**src/rtl/frv_fetch_queue.sv**
```systemverilog
// Halfword-granular fetch queue: takes aligned 32-bit fetch words, re-aligns mixed
// 16/32-bit instructions (including straddling ones) and hands one per cycle to decode.
module frv_fetch_queue #(
  parameter logic [31:0] FRV_PC_RESET_VALUE = 32'h8000_0000,
  parameter int          DEPTH              = 8,
  localparam int         CW                 = $clog2(DEPTH) + 1
) (
  input  logic          g_clk,
  input  logic          g_resetn,
  input  logic          flush,
  input  logic [31:0]   flush_pc,
  input  logic          f_valid,
  input  logic [31:0]   f_data,
  input  logic          f_error,
  output logic          f_ready,
  output logic          o_valid,
  input  logic          o_busy,
  output logic [31:0]   o_data,
  output logic [1:0]    o_size,
  output logic [31:0]   o_pc,
  output logic          o_error,
  output logic [CW-1:0] o_count
);

  localparam int PW = $clog2(DEPTH);

  // Handshakes: a fetch word transfers when f_valid && f_ready && !flush; an
  // instruction transfers when o_valid && !o_busy && !flush. Flush wins over both.

  logic [16:0]   mem_q [DEPTH];
  logic [PW-1:0] rd_ptr_q, rd_ptr_d, rd_ptr_nx;
  logic [PW-1:0] wr_ptr_q, wr_ptr_d, wr_ptr_nx;
  logic [CW-1:0] count_q, count_d;
  logic          drop_lo_q, drop_lo_d;
  logic [31:0]   pc_q, pc_d;

  logic [16:0]   h0, h1;
  logic          is32;
  logic          push, pop;
  logic [1:0]    push_n, pop_n;
  logic          unused_flush_lsb;

  assign unused_flush_lsb = flush_pc[0];

  assign rd_ptr_nx = rd_ptr_q + 1'b1;
  assign wr_ptr_nx = wr_ptr_q + 1'b1;
  assign h0        = mem_q[rd_ptr_q];
  assign h1        = mem_q[rd_ptr_nx];
  assign is32      = (h0[1:0] == 2'b11);

  // An errored head halfword always issues alone so decode sees the fault promptly.
  always_comb begin
    o_valid = 1'b0;
    o_size  = 2'b01;
    o_data  = {16'b0, h0[15:0]};
    o_error = 1'b0;
    if (h0[16]) begin
      o_valid = (count_q != '0);
      o_error = 1'b1;
    end else if (!is32) begin
      o_valid = (count_q != '0);
    end else begin
      o_valid = (count_q >= CW'(2));
      o_size  = 2'b10;
      o_data  = {h1[15:0], h0[15:0]};
      o_error = h1[16];
    end
  end

  assign f_ready = (count_q <= CW'(DEPTH - 2));
  assign push    = f_valid && f_ready && !flush;
  assign pop     = o_valid && !o_busy && !flush;
  assign push_n  = push ? (drop_lo_q ? 2'd1 : 2'd2) : 2'd0;
  assign pop_n   = pop ? (o_size[1] ? 2'd2 : 2'd1) : 2'd0;

  always_comb begin
    rd_ptr_d  = rd_ptr_q;
    wr_ptr_d  = wr_ptr_q;
    count_d   = count_q;
    drop_lo_d = drop_lo_q;
    pc_d      = pc_q;
    if (flush) begin
      rd_ptr_d  = '0;
      wr_ptr_d  = '0;
      count_d   = '0;
      drop_lo_d = flush_pc[1];
      pc_d      = flush_pc;
    end else begin
      rd_ptr_d = rd_ptr_q + PW'(pop_n);
      wr_ptr_d = wr_ptr_q + PW'(push_n);
      count_d  = count_q + CW'(push_n) - CW'(pop_n);
      if (pop) pc_d = pc_q + (o_size[1] ? 32'd4 : 32'd2);
      if (push) drop_lo_d = 1'b0;
    end
  end

  always_ff @(posedge g_clk or negedge g_resetn) begin
    if (!g_resetn) begin
      rd_ptr_q  <= '0;
      wr_ptr_q  <= '0;
      count_q   <= '0;
      drop_lo_q <= 1'b0;
      pc_q      <= FRV_PC_RESET_VALUE;
    end else begin
      rd_ptr_q  <= rd_ptr_d;
      wr_ptr_q  <= wr_ptr_d;
      count_q   <= count_d;
      drop_lo_q <= drop_lo_d;
      pc_q      <= pc_d;
    end
  end

  // With drop_lo set the word's low half precedes the jump target, so only the high half is kept.
  always_ff @(posedge g_clk or negedge g_resetn) begin
    if (!g_resetn) begin
      for (int i = 0; i < DEPTH; i++) mem_q[i] <= '0;
    end else if (push) begin
      if (drop_lo_q) begin
        mem_q[wr_ptr_q] <= {f_error, f_data[31:16]};
      end else begin
        mem_q[wr_ptr_q]  <= {f_error, f_data[15:0]};
        mem_q[wr_ptr_nx] <= {f_error, f_data[31:16]};
      end
    end
  end

  assign o_pc    = pc_q;
  assign o_count = count_q;

endmodule

```
**config.mk**
```make
export PLATFORM = sky130hd
export DESIGN_NAME = frv_fetch_queue
export DESIGN_NICKNAME = d
export VERILOG_FILES = /design/src/rtl/frv_fetch_queue.sv
export SDC_FILE = /design/constraint.sdc
export NUM_CORES = 1
export LEC_CHECK = 0
export CORE_MARGIN = 2
export CORE_UTILIZATION = 52
export CTS_BUF_LIST = sky130_fd_sc_hd__clkbuf_2
export DETAILED_ROUTE_END_ITERATION = 6
export PLACE_DENSITY = 0.79
export SYNTH_ARGS = -nofsm -noshare
export SYNTH_HDL_FRONTEND = slang
export SYNTH_SLANG_ARGS = --single-unit
```
**constraint.sdc**
```tcl
create_clock -name g_clk -period 3.69 [get_ports g_clk]
set_input_delay 0.369 -clock g_clk [delete_from_list [all_inputs] [get_ports g_clk]]
set_output_delay 0.369 -clock g_clk [all_outputs]
set_load 0.1 [all_outputs]
```
==> results.toml, run 1 <==
[power_and_ir_drop]
power_density_nw_per_um2 = 687
peakVddDrop_v = 0.000723
p_leak_nw = 5.15
total_power_w = 0.00924

[clock_network]
root_buffer = "clkbuf_2"
numCtsBuffers = 17
clk_pin_slew_ns = 0.27
numClockSinks = 179
insertion_delay_ns = 0.79
htreeDepth = 4
tritoncts = "done"
clock_path_buffers = 2

[logic_synthesis]
synth_compound_area_share_pct = 24.3
synthAdderAreaFrac_pct = 2.27
synthSimpleGateAreaFrac_pct = 9.19
synth-seq-cells = 179
synthMostInstantiatedCell = "dfrtp_1"
yosysSeqAreaShare_pct = 40.6
synth_xor_area_share_pct = 0.636
syn-instance-count = 982
synth_common_cells = "dfrtp_1, a22oi_1, o2bb2ai_1"
synth_area_leaders = "dfrtp_1, mux4_2, o2bb2ai_1, a22oi_1, a22o_1"
ys.flop_type = "dfrtp_1"
avgSynthCellArea_um2 = 11.2
syn_area_um2 = 11000
synth_top_family_by_area = "compound AO/OA/AOI/OAI gates"
yosys.area.top_type = "dfrtp_1"
synth_fp_nets = 1069
synth_mux_area_share_pct = 18.3
ys_types = 52
synth_warnings = 0
ys_async_sr_fraction_pct = 100
yosys.area.top_type_share_pct = 40.4
synth_edf_count = 0

[run]
maxCapViolations = 0

[drt]
drt-wirelength-per-cell_um = 26.3
drtIter0Drc = 1264
antenna_left = 0
vias = 10021
first_pass_iters = 6
vias_per_cell = 7.21
wl_mm = 36.6
drc = 0

[timing]
finClkSkew_ns = 0.0283
setup_ws_ns = 0.172
min_period_ns = 3.52
finalHoldViolations = 0
worst_pin_slew_ns = 1.02
max_freq_mhz = 284
setup_viol = 0
finalMaxSlewViolations = 0
rsz0062_at_grt = "true"
relSlewSlack_pct = 31.7
finalCritPeriodShare_pct = 95.3

[critical_path]
worstPathRequired_ns = 3.32
ff2ff_setup_slack_ns = 0.20
path_max_fanout = 35
rr_worst_depth = 10
crit_arrival_ns = 3.15
critPathLaunchType = "flop"
timing.setup.critical_path_class = "flop to output port"
worstSetupEndpointType = "output port"

[die]
fp.coreArea_um2 = 20900
rows = 53
fp.dieH_um = 150
die_w_um = 150
die_area_um2 = 22400
io_pins = 143
initial_utilization_pct = 52.8

[global_route]
grt-ovfl-total = 0
grt_max_degree = 102
antenna_found_initial = 1
grt_pass1_wl_mm = 56.9
grt_pass1_vias = 9788
grt_usage_pct = 33.6

[finish]
fin_area_um2 = 13400
area_growth_syn_to_layout_pct = 22.0
fillers = 1643
final_cells = 1389
nets = 1187
drive_gt1_share_pct = 24.7

[run_status]
outcome = "complete, no violations"

[worst_hold_path]
hp-class = "input pin to flop"
hold_depth = 3

[place]
dp_hpwl_mm = 23.5
place_congestion = 0.881
pre_cts_slack_ns = 0.114
port_buffers = 142
placed_cell_area_um2 = 13100
post-place-cells = 1350
## final timing paths
check                                  start         end
worst min register to register       o_pc[0]     o_pc[0]
max in group asynchronous           g_resetn  mem_q[114]
min in group asynchronous           g_resetn    o_pc[15]
worst max register to register   rd_ptr_q[0]    o_pc[31]
worst max-delay path             rd_ptr_q[0]     o_error
worst min-delay path            flush_pc[31]    o_pc[31]
## layout make-up
class / instances / area, µm² / share of cell area [%]
Clock buffer: 17 / 85.1 / 0.633
Sequential cell: 179 / 4490 / 33.4
Tap cell: 275 / 344 / 2.56
Inverter: 22 / 82.6 / 0.614
Timing Repair Buffer: 202 / 2080 / 15.5
Clock inverter: 15 / 155 / 1.15
Antenna cell: 1 / 2.50 / 0.0186
Multi-Input combinational cell: 678 / 6210 / 46.2
## cells by family (layout without fill, tap and decap cells)
logic type,count (synthesis),in the layout
buffers and inverters,125,256
AO/OA/AOI/OAI,345,345
other,0,1
AND/OR/NAND/NOR,197,197
adder cells (fa/ha/maj),17,17
multiplexers,111,111
XOR/XNOR,8,8
flip-flops,179,179
## registers in the layout (all words and copies together) (netlist names)
signal     cells
rd_ptr_q       3
drop_lo_q      1
o_count        4
o_pc          32
mem_q        136
wr_ptr_q       3
## critical path, cell delays in order, from the launching register on
cell and delay, ns:
dfrtp_4 0.62, buf_12 0.22, ha_4 0.31, buf_12 0.20
mux4_2 0.51, mux2i_1 0.15, o21ai_1 0.13, buf_12 0.19
## cell usage in the layout (no fill, tap or decap), types with 6 or more instances in the layout
master	count
dfrtp_1	173
clkdlybuf4s50_1	104
a22oi_1	90
o2bb2ai_1	90
a22o_1	76
buf_4	71
mux4_2	68
nand2_1	60
nor2_1	38
mux2_2	30
a31oi_1	26
or4_1	23
buf_12	23
o21ai_1	18
o31ai_1	18
clkbuf_2	17
inv_1	15
nand3_1	14
a21oi_2	14
nand4_1	13
ha_1	11
mux2_1	9
or3_1	8
inv_2	6
nor2b_1	6
## layer usage
layer  GRT usage (%)  vias up  part of all wire (%)
met5               0        -                     0
met4            13.7        0                   4.6
met3            9.94      161                    14
met2            50.6      818                    45
met1            45.8     4878                    36
li1                -     4164                     -
## where the power goes
part           leakage (nW)  internal [W]  switching, W  total (W)
logic                  2.71       0.00192       0.00337    0.00529
clock network         0.143      0.000319      0.000744    0.00106
registers              2.30       0.00244      0.000448    0.00288
total                  5.15       0.00468       0.00456    0.00924
## stage by stage
step | hold WS, ns | setup TNS, ns | util (%)
final | 0.0960 | 0 | 64.4
after global routing | 0.0476 | -0.00449 | 64.4
after CTS | 0.0509 | 0 | 64.1
after detailed placement | 0.483 | 0 | 62.7
after global placement | 0.479 | 0 | 62.7
after floorplan | 0.0734 | -0.755 | -
## what timing repair did
action                                 in CTS  in global routing
hold buffers                                1                  0
buffers inserted                            2                  3
pin swaps                                   0                  1
setup endpoints to repair                  18                 11
endpoints found under the hold margin      98                  0
resized for setup                           7                  4
Power figures use the tool's default switching activity.
==> inputs of run 2 (changes only) <==
Settings changed: CAP_MARGIN set to 20.
==> results of run 2 <==
Final layout, timing and power as in run 1 (identical DEF).
==> inputs of run 3 (changes only) <==
Settings changed: CAP_MARGIN 20 to 15, CTS_BUF_LIST sky130_fd_sc_hd__clkbuf_2 to sky130_fd_sc_hd__clkbuf_2 sky130_fd_sc_hd__clkbuf_4 sky130_fd_sc_hd__clkbuf_8.
==> results.toml, run 3 (synthesis gave the netlist of run 1 again) <==
[run_status]
outcome = "complete, no violations"

[finish]
nets = 1182
final_cells = 1383
final_common_cell = "dfrtp_1"
top_register = "mem_q"
fin_area_um2 = 13500
area_growth_syn_to_layout_pct = 22.6
diodes = 0
drive_gt1_share_pct = 24.2
final_cell_mix = "dfrtp_1, clkdlybuf4s50_1, a22oi_1, o2bb2ai_1, a22o_1"
largest_reg_flops = 136

[global_route]
grt_pass1_vias = 9805
antenna_found_initial = 0
grt_usage_pct = 33.6
grt_pass1_wl_mm = 56.9
grt_max_degree = 102
grt-ovfl-total = 0

[timing]
setup_tns_ns = 0
worst_pin_slew_ns = 1.03
rsz0062_at_grt = "false"
min_period_ns = 3.50
finalMaxSlewViolations = 0
setup_ws_ns = 0.187
finalHoldViolations = 0
relSlewSlack_pct = 30.9
finClkSkew_ns = 0.0151
finalCritPeriodShare_pct = 94.9
max_freq_mhz = 285
setup_viol = 0

[critical_path]
path_cells = "buf_4 > ha_1 > buf_12 > mux4_2 > nand2_1 > a21oi_1 > buf_12"
cp_common_cell = "buf_12"
path_max_fanout = 35
crit_arrival_ns = 3.13
worstSetupEndpointType = "output port"
critPathLaunchType = "flop"
critPathLaunch = "rd_ptr_q[0]"
max_stage_delay_ns = 0.54
rr_worst_depth = 10
timing.setup.critical_path_class = "flop to output port"
regToRegEndpoint = "o_pc[31]"
critical_path.slowest_cell = "dfrtp_4"
crit_family = "buffers and inverters"
worstPathRequired_ns = 3.32
crit_buf_inv = 3
ff2ff_setup_slack_ns = 0.24
timing.rr.start = "rd_ptr_q[0]"

[power_and_ir_drop]
p_sw_share_pct = 48.0
p_clk_share_pct = 14.8
switching_power_w = 0.00458
peakVddDrop_v = 0.000722
pwr-share-seq_pct = 30.2
combPwrFrac_pct = 55.0
power_density_nw_per_um2 = 706
total_power_w = 0.00955
p_int_w = 0.00496
p_leak_nw = 5.18

[clock_network]
clk_pin_slew_ns = 0.10
tritoncts = "done"
htreeDepth = 4
clock_path_buffers = 2
ctsHoldBuffers = 0
numCtsBuffers = 17
root_buffer = "clkbuf_8"
numClockSinks = 179
insertion_delay_ns = 0.48

[die]
rows = 53
fp.dieH_um = 150
die_w_um = 150
initial_utilization_pct = 52.8
io_pins = 143
die_area_um2 = 22400
fp.coreArea_um2 = 20900

[drt]
first_pass_iters = 6
drc = 0
wl_mm = 36.5
vias_per_cell = 7.18
vias = 9936
drt-wirelength-per-cell_um = 26.4
drtIter0Drc = 1222
antenna_left = 0

[place]
dp_hpwl_mm = 23.5
pre_cts_slack_ns = 0.114
placed_cell_area_um2 = 13100
post-place-cells = 1350
place_congestion = 0.881
port_buffers = 142

[worst_hold_path]
hp-class = "input pin to asynchronous set/reset pin"

[run]
maxCapViolations = 0
run 3: cell count changes in the layout (fill, tap and decap cells not counted), sizes merged:
cell | previous run | this run
diode | 1 | 0
buf | 97 | 93
dlygate4sd3 | 1 | 0
clkinv | 7 | 6
clkbuf | 17 | 18
run 3: worst max-delay path by stage:
stage                             to  depth (start not counted)
after floorplan             o_pc[31]                         13
after global placement       o_pc[9]                         10
after detailed placement    o_pc[31]                         10
after CTS                   o_pc[31]                         10
after global routing      o_data[16]                          7
final                     o_data[16]                          7
run 3: metal layers:
| metal | part of all wire (%) | global-route usage [%] |
|---|---|---|
| met1 | 37 | 45.5 |
| met2 | 45 | 50.2 |
| met3 | 14 | 10.8 |
| met4 | 4.4 | 14.2 |
| met5 | 0 | 0 |
run 3: power by group through the flow:
stage               Clock, W  Combinational [W]  Sequential, W
finish               0.00141            0.00525        0.00289
floorplan                  0            0.00351        0.00316
global route         0.00151            0.00547        0.00294
detailed placement         0            0.00520        0.00290
global placement           0            0.00513        0.00287
CTS                  0.00141            0.00521        0.00287
run 3: cell type report:
class / instances / area, µm²
clock buffer: 18 / 248
clock inverter: 14 / 151
fill: 1631 / 7370
inverter: 22 / 82.6
multi-input combinational: 678 / 6190
sequential: 179 / 4490
tap: 275 / 344
timing repair buffer: 197 / 2020
run 3: through the flow:
step,util [%],hold slack (ns)
final,64.7,0.0110
after global routing,64.7,0.0775
after CTS,64.6,0.0421
after detailed placement,62.7,0.483
after global placement,62.7,0.479
after floorplan,-,0.0734
run 3: what timing repair did:
item,CTS,global route
buffers inserted,0,1
endpoints found under the setup margin,0,14
resized for setup,0,2
